==> src/rtl/generador_percusion.sv <==
// generador_percusion: four-voice decaying square-wave drum generator with saturating mixer
module generador_percusion #(
  parameter int DIV      = 1024,
  parameter int AMP_MAX  = 16383,
  parameter int DECAY_SH = 9,
  parameter int HALF_P0  = 20,
  parameter int HALF_P1  = 30,
  parameter int HALF_P2  = 45,
  parameter int HALF_P3  = 60
) (
  input  logic               clk,
  input  logic               reset,
  input  logic [3:0]         hit,
  output logic signed [15:0] sample,
  output logic               sample_valid,
  output logic [3:0]         voice_active
);
  localparam int CW = $clog2(DIV);
  localparam logic [CW-1:0] CNT_LAST = CW'(DIV - 1);
  localparam logic [14:0] AMP_INIT = 15'(AMP_MAX);
  localparam logic [7:0] PCNT_LAST [4] = '{8'(HALF_P0 - 1), 8'(HALF_P1 - 1), 8'(HALF_P2 - 1), 8'(HALF_P3 - 1)};
  logic [CW-1:0] cnt_q;
  logic tick, tick_q, valid_q;
  logic [3:0] hit_q, pend_q, pend_d, apply;
  logic [14:0] amp_q [4];
  logic [14:0] amp_d [4];
  logic [7:0] pcnt_q [4];
  logic [7:0] pcnt_d [4];
  logic [3:0] phase_q, phase_d, active_q, active_d;
  logic [14:0] rem;
  logic signed [17:0] mix;
  logic signed [15:0] mix_sat, sample_q;
  assign tick = cnt_q == CNT_LAST;
  assign mix_sat = (mix > 18'sd32767) ? 16'sh7FFF : (mix < -18'sd32768) ? 16'sh8000 : mix[15:0];
  assign sample = sample_q;
  assign sample_valid = valid_q;
  assign voice_active = active_q;
  // Per-voice envelope/phase next state and the unsaturated mix of the current voices
  always_comb begin
    apply = pend_q | (hit & ~hit_q);
    pend_d = tick ? '0 : apply;
    mix = '0;
    rem = '0;
    phase_d = phase_q;
    for (int i = 0; i < 4; i++) begin
      amp_d[i] = amp_q[i];
      pcnt_d[i] = pcnt_q[i];
      rem = amp_q[i] - (amp_q[i] >> DECAY_SH);
      if (tick && apply[i]) begin
        amp_d[i] = AMP_INIT;
        pcnt_d[i] = '0;
        phase_d[i] = 1'b1;
      end else if (tick && amp_q[i] != '0) begin
        amp_d[i] = (rem != '0) ? rem - 15'd1 : '0;
        pcnt_d[i] = (pcnt_q[i] == PCNT_LAST[i]) ? '0 : pcnt_q[i] + 8'd1;
        phase_d[i] = phase_q[i] ^ (pcnt_q[i] == PCNT_LAST[i]);
      end
      active_d[i] = amp_d[i] != '0;
      mix = mix + (phase_q[i] ? $signed({3'b0, amp_q[i]}) : -$signed({3'b0, amp_q[i]}));
    end
  end
  // Divider, hit capture, voice state and the mix registered one cycle after each tick
  always_ff @(posedge clk or negedge reset) begin
    if (!reset) begin
      cnt_q <= '0;
      tick_q <= 1'b0;
      hit_q <= '0;
      pend_q <= '0;
      phase_q <= '0;
      active_q <= '0;
      sample_q <= '0;
      valid_q <= 1'b0;
      for (int i = 0; i < 4; i++) begin
        amp_q[i] <= '0;
        pcnt_q[i] <= '0;
      end
    end else begin
      cnt_q <= tick ? '0 : cnt_q + CW'(1);
      tick_q <= tick;
      hit_q <= hit;
      pend_q <= pend_d;
      phase_q <= phase_d;
      active_q <= active_d;
      for (int i = 0; i < 4; i++) begin
        amp_q[i] <= amp_d[i];
        pcnt_q[i] <= pcnt_d[i];
      end
      sample_q <= tick_q ? mix_sat : sample_q;
      valid_q <= tick_q;
    end
  end
endmodule
==> config.mk <==
export PLATFORM = sky130hd
export DESIGN_NAME = generador_percusion
export DESIGN_NICKNAME = d
export VERILOG_FILES = /design/src/rtl/generador_percusion.sv
export SDC_FILE = /design/constraint.sdc
export NUM_CORES = 1
export LEC_CHECK = 0
export CAP_MARGIN = 15
export CELL_PAD_IN_SITES_DETAIL_PLACEMENT = 0
export CELL_PAD_IN_SITES_GLOBAL_PLACEMENT = 1
export CORE_MARGIN = 2
export CORE_UTILIZATION = 49
export DETAILED_ROUTE_END_ITERATION = 10
export PLACE_DENSITY = 0.82
export SLEW_MARGIN = 10
export SYNTH_ARGS = -nofsm -noshare
export SYNTH_HDL_FRONTEND = slang
export SYNTH_SLANG_ARGS = --single-unit
==> constraint.sdc <==
create_clock -name clk -period 6.6 [get_ports clk]
set_input_delay 0.66 -clock clk [delete_from_list [all_inputs] [get_ports clk]]
set_output_delay 0.66 -clock clk [all_outputs]
set_load 0.01 [all_outputs]
## Word level (Yosys, flattened, before mapping)

Index checks and enable logic that the tools add are counted.

- Output and inout bits: 21
- Register bits after elaboration: 136
- Logic and storage cells: 117

- Eq/ne operators: 5
- Magnitude comparators: 2
- Bitwise gates (word level): 7
- Multiplexer cells: 40
- Reduce and logical (&&, ||, !) cells: 24
- Add/sub/neg operators: 20

Operators with widths:

| operator | number |
|---|---|
| 15-bit two-way mux | 12 |
| 15-bit nonzero test | 12 |
| 8-bit two-way mux | 12 |
| 18-bit two-way mux | 4 |
| 15-bit negation with 18-bit output | 4 |
| 15-bit by 1-bit subtractor with 15-bit output, second input constant | 4 |
| 15-bit by 6-bit subtractor with 15-bit output | 4 |
| 18-bit adder | 3 |
| 8-bit by 1-bit adder with 8-bit output, second input constant | 4 |
| 16-bit two-way mux | 2 |
| 18-bit by 16-bit greater-than comparator with 1-bit output, second input constant | 1 |
| 18-bit by 16-bit less-than comparator with 1-bit output, second input constant | 1 |
| 8-bit by 5-bit equality test with 1-bit output, second input constant | 2 |
| 8-bit by 6-bit equality test with 1-bit output, second input constant | 2 |
| 10-bit by 1-bit adder with 10-bit output, second input constant | 1 |
| 10-bit equality test, second input constant | 1 |
| 10-bit two-way mux | 1 |
| 1-bit logical AND | 8 |
| 1-bit two-way mux | 8 |
| 2-bit nonzero test | 4 |
| 4-bit AND | 1 |
| 4-bit two-way mux | 1 |
| 4-bit NOT | 1 |
| 4-bit bitwise OR | 1 |
| 1-bit bitwise XOR | 4 |

## Logic depth before layout (Yosys ltp)

Gate-level depths: netlist (run 1).

- Depth after elaboration: 8
- Mapped depth: 22
- Mapped depth without buffers: 21

## Least setup slack after synthesis (run 1)

No wires, ideal clock.

- Kind: reg-to-reg
- Start: register amp_q[48] (netlist name)
- End: register sample_q[10] (netlist: sample[10])
- Library setup time: 0.077 ns
- Data required time: 6.523 ns
- Data arrival time: 5.036 ns
- Buffers on the path: 1
- Cell stages (with the launch flop): 21
- Setup slack: 1.486 ns
- Cells stage by stage: dfrtp_1 or2_2 nor3_1 nor3b_1 a21oi_1 xor2_1 fa_1 inv_1 fa_1 inv_1 ha_1 a21oi_1 inv_1 o311ai_0 o22ai_1 o221a_2 nor4_1 a2bb2oi_1 clkbuf_1 o21ai_0 a21oi_1

- Longest elaborated chain between the ends: 8
- Elaborated cells between the ends (all ways): 9

RTL lines:

| element | RTL line | text |
|---|---|---|
| start: declaration | 25 | `logic [14:0] amp_q [4];` |
| start signal: indexed assignment | 85 | `amp_q[i] <= amp_d[i];` |
| 15-bit negation with 18-bit output | 59 | `mix = mix + (phase_q[i] ? $signed({3'b0, amp_q[i]}) : -$signed({3'b0, amp_q[i]}));` |
| 18-bit two-way mux * | 59 |  |
| 18-bit adder * (3 in a row) | 59 |  |
| 18-bit by 16-bit less-than comparator with 1-bit output | 34 | `assign mix_sat = (mix > 18'sd32767) ? 16'sh7FFF : (mix < -18'sd32768) ? 16'sh8000 : mix[15:0];` |
| 16-bit two-way mux | 34 |  |
| 16-bit two-way mux * | 34 |  |
| end signal: assignment | 88 | `sample_q <= tick_q ? mix_sat : sample_q;` |
| end: declaration | 32 | `logic signed [15:0] mix_sat, sample_q;` |

Mark *: on every way between the ends. The rest lies on a longest branch, timed or not.
A chain may end at the register's enable or synchronous reset.

## Worst setup path in the final report (run 1)

- Start: register amp_q[46] (netlist name)
- End: register sample_q[0] (netlist: sample[0])

The elaborated chain is that of the path after synthesis.

==> results of run 1 <==
worst max-delay path, cell delays in order (launching register included):
cell and delay (ns):
dfrtp_1 0.47, or2_2 0.34, nor3_1 0.17, nor3b_1 0.51, a21oi_1 0.16, xor2_1 0.18
fa_1 0.56, inv_1 0.06, fa_1 0.53, inv_1 0.04, ha_1 0.35, a21oi_1 0.24
inv_1 0.06, o311ai_0 0.46, o22ai_1 0.20, o221a_2 0.30, nor4_1 0.17, a2bb2oi_1 0.21
buf_4 0.19, nor2_1 0.09, a221oi_1 0.26
area by class of cell:
class / instances / area share (%)
tap: 324 / 3.03
multi-input combinational: 1164 / 60.5
sequential: 136 / 25.4
clock buffer: 17 / 3.18
clock inverter: 15 / 1.18
timing repair buffer: 42 / 2.85
inverter: 136 / 3.82
per-layer routing:
metal / share of wire [%] / vias up / track usage, %
met4: 1.9 / 0 / 6.52
met3: 6.1 / 53 / 4.72
met2: 44 / 360 / 40.5
met5: 0 / - / 0
met1: 48 / 5346 / 38.8
li1: - / 5359 / -
placed cells by master, fill, tap and decap left out, types with 19 or more instances in the layout:
cell type	instances
xnor2_1	87
inv_1	135
clkdlybuf4s50_1	25
nor2_1	157
fa_1	38
nor4_1	24
a21oi_1	125
nand2b_1	19
and3_1	23
dfrtp_1	136
nor3_1	39
o31ai_1	24
nand3_1	43
xor2_1	36
ha_1	56
a21o_1	23
o21ai_0	99
nand2_1	79
a31oi_1	20
worst paths after layout:
check                      startpoint  slack, ns        end
min reg2reg                  cnt_q[0]       0.49   cnt_q[0]
min in group clk             cnt_q[0]       0.49   cnt_q[0]
max in group asynchronous       reset       4.98  amp_q[11]
max                         amp_q[46]       0.92  sample[0]
min                             reset       0.25  amp_q[51]
max reg2reg                 amp_q[46]       0.92  sample[0]
report_power, final:
part	leakage, nW	switching (mW)	internal [mW]	total [mW]
combinational	3.73	0.0185	0.00325	0.0217
sequential	1.45	0.000316	0.834	0.835
clock	0.285	0.441	0.534	0.975
total	5.46	0.460	1.37	1.83
kinds of logic after synthesis:
family                     count (synthesis)  share of synthesized area (%)
AOI/OAI and AO/OA                        432                           22.9
xor gates and xnor gates                 126                           9.16
adders and majority gates                 94                           11.9
buffers and inverters                    206                           6.51
DFF                                      136                           27.7
muxes                                      6                          0.519
and+or+nand+nor                          506                           21.3
state kept, by name (all words and copies together), names as in the netlist:
| signal | flops |
|---|---|
| sample | 16 |
| cnt_q | 10 |
| sample_valid | 1 |
| pcnt_q | 32 |
| voice_active | 4 |
| hit_q | 4 |
| tick_q | 1 |
| pend_q | 4 |
| phase_q | 4 |
| amp_q | 60 |
metrics by stage:
step | cells | cell area (µm²) | hold WS (ns)
4_1_cts | 1834 | 13400 | 0.279
6_report | 1834 | 13400 | 0.252
3_5_place_dp | 1802 | 12800 | 0.482
3_3_place_gp | 1802 | 12800 | 0.468
2_1_floorplan | 1506 | 12300 | 0.364
5_1_grt | 1834 | 13400 | 0.314
synth_stat cells, types with 8 or more instances:
| library cell | number | area, µm² |
|---|---|---|
| nor2_1 | 157 | 589 |
| dfrtp_1 | 136 | 3400 |
| inv_1 | 135 | 507 |
| a21oi_1 | 125 | 626 |
| o21ai_0 | 99 | 495 |
| xnor2_1 | 88 | 771 |
| nand2_1 | 79 | 297 |
| clkbuf_1 | 59 | 221 |
| ha_1 | 56 | 701 |
| nand3_1 | 43 | 215 |
| nor3_1 | 39 | 195 |
| fa_1 | 38 | 761 |
| xor2_1 | 36 | 315 |
| nor4_1 | 25 | 156 |
| o31ai_1 | 24 | 180 |
| a21o_1 | 23 | 173 |
| and3_1 | 23 | 144 |
| a31oi_1 | 20 | 125 |
| nand2b_1 | 19 | 119 |
| nand4_1 | 18 | 113 |
| o211ai_1 | 15 | 113 |
| or3_1 | 15 | 93.8 |
| nor2b_1 | 12 | 75.1 |
| or2_2 | 12 | 75.1 |
| and2_1 | 9 | 56.3 |
| o21a_1 | 9 | 67.6 |
| a211oi_1 | 8 | 60.1 |
| a22o_1 | 8 | 70.1 |
timing repair:
action                                  CTS  global route
endpoints found under the setup margin    0             1
endpoints found under the hold margin     0             0
resized for setup                         0             1
==> impl_metrics.toml, run 1 <==
[outcome]
status = "finished, final reports clean"

[drt]
viasPerCell = 6.06
wirelength_um = 33700
route.detailed.drc = 0
initialDrtViolationCount = 1011
wire_per_inst_um = 18.4
drt_first_pass_iters = 5
vias = 11100
final_antenna_net_count = 0

[synthesis]
yosys_most_used_dff = "dfrtp_1"
synth_edf_count = 0
synth_cells = 1506
avgSynthCellArea_um2 = 8.16
ys_ff_latch = 136
syn_nets = 1606
synth_seq_area_share_pct = 27.7
async_flop_share_pct = 100
syn_area_um2 = 12300
ys_types = 89
yosysWarnings = 0

[sta]
rsz0062_at_grt = "false"
hold_viol = 0
drv_slew = 0
setup-violations-final = 0
min_period_ns = 5.68
fin_crit_sh_pct = 86.0
clock_skew_ns = 0.0172
finalSetupTns_ns = 0
tightest_slew_ns = 1.05
slew_headroom_pct = 30.2
fmax_ghz = 0.176
timing.final.ws_setup_ns = 0.921

[placement]
dpl.hpwl_um = 25100
place_congestion = 0.935
io_buffers = 26
pre_cts_slack_ns = 0.842

[final_layout]
finish.net_count = 1597
final_layout_size_suffix_gt1_share_pct = 6.23
multi_input_area_um2 = 8090
n_antenna_cell = 0
final_core_util_pct = 54.7
register_area_um2 = 3400
area_growth_pct = 8.91
n_fill_cell = 2343

[cts]
cts_buffers = 17
cts_sinks = 136
holdBufCountCts = 0
cts-root-buf = "clkbuf_16"
path_clk_slew_ns = 0.07
insertion_delay_ns = 0.44
htree_levels = 4
tritoncts = "done"
post_cts_buffers = 0
clockBufferDepth = 2

[hold_path]
hold_class = "input port to async pin"

[setup_path]
critPathLaunchType = "flip-flop"
cp-end-kind = "flip-flop"
worst-path-max-fanout = 13
timing_worst_setup_path_type = "flip-flop to flip-flop"
critPathRequiredTime_ns = 6.92
r2r_cells = 20
worstPathArrival_ns = 6.00

[global_routing]
overflow = 0
track_usage_pct = 26.4
grt_pass1_wl_um = 55900
grt_max_degree = 72
grt_pass1_vias = 10600
antenna_found_initial = 0

[pwr]
vdd_ir_drop_max_mv = 0.156
p_leak_nw = 5.46
power.density_nw_per_um2 = 137
p_total_mw = 1.83

[run]
maxCapViolations = 0

[floorplanning]
fp-row-count = 57
die_w_um = 162
start_util_pct = 50.2
core_area_um2 = 24500
dieArea_um2 = 26300
die_y_um = 162
io_pins = 27
(Power assumes the default switching activity.)
==> run 2: changes to the inputs <==
CTS_CLUSTER_SIZE = 12   (was not set)
==> results of run 2 <==
Final layout, timing and power as in run 1 (identical DEF).
==> run 3: changes to the inputs <==
CORE_ASPECT_RATIO = 1.2   (was not set)
clock period = 5.9 ns   (was 6.6 ns; I/O delays follow)
==> impl_metrics.toml, run 3 (synthesized netlist as in run 1, its figures left out) <==
[sta]
slew_headroom_pct = 24.1
hold_viol = 0
tightest_slew_ns = 1.14
clock_skew_ns = 0.00795
fmax_ghz = 0.185
setup-violations-final = 0
finalSetupTns_ns = 0
min_period_ns = 5.42
rsz0062_at_grt = "false"
fin_crit_sh_pct = 91.8
drv_slew = 0
whs_ns = 0.188

[cts]
clockBufferDepth = 2
post_cts_buffers = 0
insertion_delay_ns = 0.44
htree_levels = 4
path_clk_slew_ns = 0.06
cts_sinks = 136
tritoncts = "done"
cts_buffers = 17
cts-root-buf = "clkbuf_16"

[final_layout]
final_layout_size_suffix_gt1_share_pct = 6.85
register_area_um2 = 3400
layout_commonest_cell = "nor2_1"
largest-register = "amp_q"
final_core_util_pct = 54.6
area_growth_pct = 9.70
n_antenna_cell = 0
multi_input_area_um2 = 8110
finish.net_count = 1606
largest_reg_flops = 60
n_fill_cell = 2351
final_cell_mix = "nor2_1 (157), dfrtp_1 (136), inv_1 (135)"

[floorplanning]
start_util_pct = 49.8
die_w_um = 149
dieArea_um2 = 26400
core_area_um2 = 24700
fp-row-count = 63
io_pins = 27
die_y_um = 177

[outcome]
status = "finished, final reports clean"

[placement]
dpl.hpwl_um = 25500
place_congestion = 0.947
io_buffers = 26

[pwr]
power.density_nw_per_um2 = 153
p_comb_share_pct = 1.1
p_clk_share_pct = 53.5
p_leak_nw = 5.52
p_int_mw = 1.57
p_sw_mw = 0.490
vdd_ir_drop_max_mv = 0.190
swShare_pct = 23.8
pwr-share-seq_pct = 45.3

[drt]
final_antenna_net_count = 0
drt_first_pass_iters = 5
wirelength_um = 33600
route.detailed.drc = 0
viasPerCell = 6.03
initialDrtViolationCount = 597
vias = 11100
wire_per_inst_um = 18.2

[setup_path]
critPathLaunchType = "flip-flop"
reg2reg_from = "amp_q[52]"
critPathRequiredTime_ns = 6.23
timing_worst_setup_path_type = "flip-flop to flip-flop"
startpoint = "amp_q[52]"
worst-path-max-fanout = 15
cp-end-kind = "flip-flop"
worstPathArrival_ns = 5.75

[hold_path]
hold_class = "input port to async pin"

[global_routing]
antenna_found_initial = 0
grt_pass1_vias = 10800
grt_max_degree = 87
overflow = 0
track_usage_pct = 26.4
grt_pass1_wl_um = 55800

[run]
maxCapViolations = 0
## run 3: changes by cell type in the layout (fill, tap and decap cells not counted), sizes merged
cell / change
clkinv: -1
clkbuf: +1
bufinv: +1
clkinvlp: +2
inv: -3
buf: +9
## run 3: path summary, 6_finish.rpt
path / endpoint / slack, ns / depth (start not counted)
max: sample[0] / 0.48 / 18
min reg2reg: pcnt_q[7] / 0.49 / 1
min: sample[7] / 0.19 / 1
min in group clk: pcnt_q[7] / 0.49 / 1
max in group asynchronous: pend_q[1] / 4.52 / 2
max reg2reg: sample[0] / 0.48 / 18
## run 3: what timing repair did
action | 4_1_cts | 5_1_grt
setup endpoints to repair | 0 | 15
hold buffers | 0 | 0
resized for setup | 0 | 4
## run 3: critical path, stage by stage (launching register included)
cell,delay [ns]
dfrtp_1,0.52
or4_4,0.58
or3_4,0.37
nor3b_1,0.34
nor2_1,0.09
xnor2_1,0.16
fa_1,0.55
fa_1,0.57
inv_1,0.05
ha_1,0.36
nand3_1,0.12
a311oi_2,0.32
nor2_1,0.14
a21oi_1,0.17
xnor2_1,0.14
buf_4,0.21
a41oi_1,0.11
buf_4,0.21
a221oi_1,0.29
## run 3: power groups by stage
stage	combinational [mW]	clock [mW]	sequential (mW)
floorplan	0.000643	0	0.952
global placement	0.0250	0	0.951
detailed placement	0.0253	0	0.951
CTS	0.0253	1.13	0.934
global route	0.0282	1.16	0.934
finish	0.0236	1.10	0.934
## run 3: layout make-up
type | instances | area share (%)
repair buffers | 51 | 3.33
flip-flops and latches | 136 | 25.3
well taps | 325 | 3.02
clock inverters | 14 | 1.24
inverters | 136 | 3.79
clock buffers | 18 | 3.19
multi-input cells | 1164 | 60.2
## run 3: per-stage QoR
stage / power, mW / setup slack [ns] / cell area (µm²) / std cells
after detailed placement: 0.977 / 0.294 / 12900 / 1812
after global routing: 2.13 / 0.0108 / 13500 / 1844
after global placement: 0.976 / 0.439 / 12900 / 1812
final: 2.06 / 0.484 / 13500 / 1844
after floorplan: 0.952 / 0.786 / 12300 / 1506
after CTS: 2.09 / 0.301 / 13500 / 1844
## run 3: metal layers
metal  vias to the layer above  track usage, %  part of all wire (%)
li1                       5399               -                     -
met1                      5315            34.8                    44
met3                        71            4.16                   5.4
met4                         0            10.1                   2.8
met5                         -               0                     0
met2                       330            43.7                    48
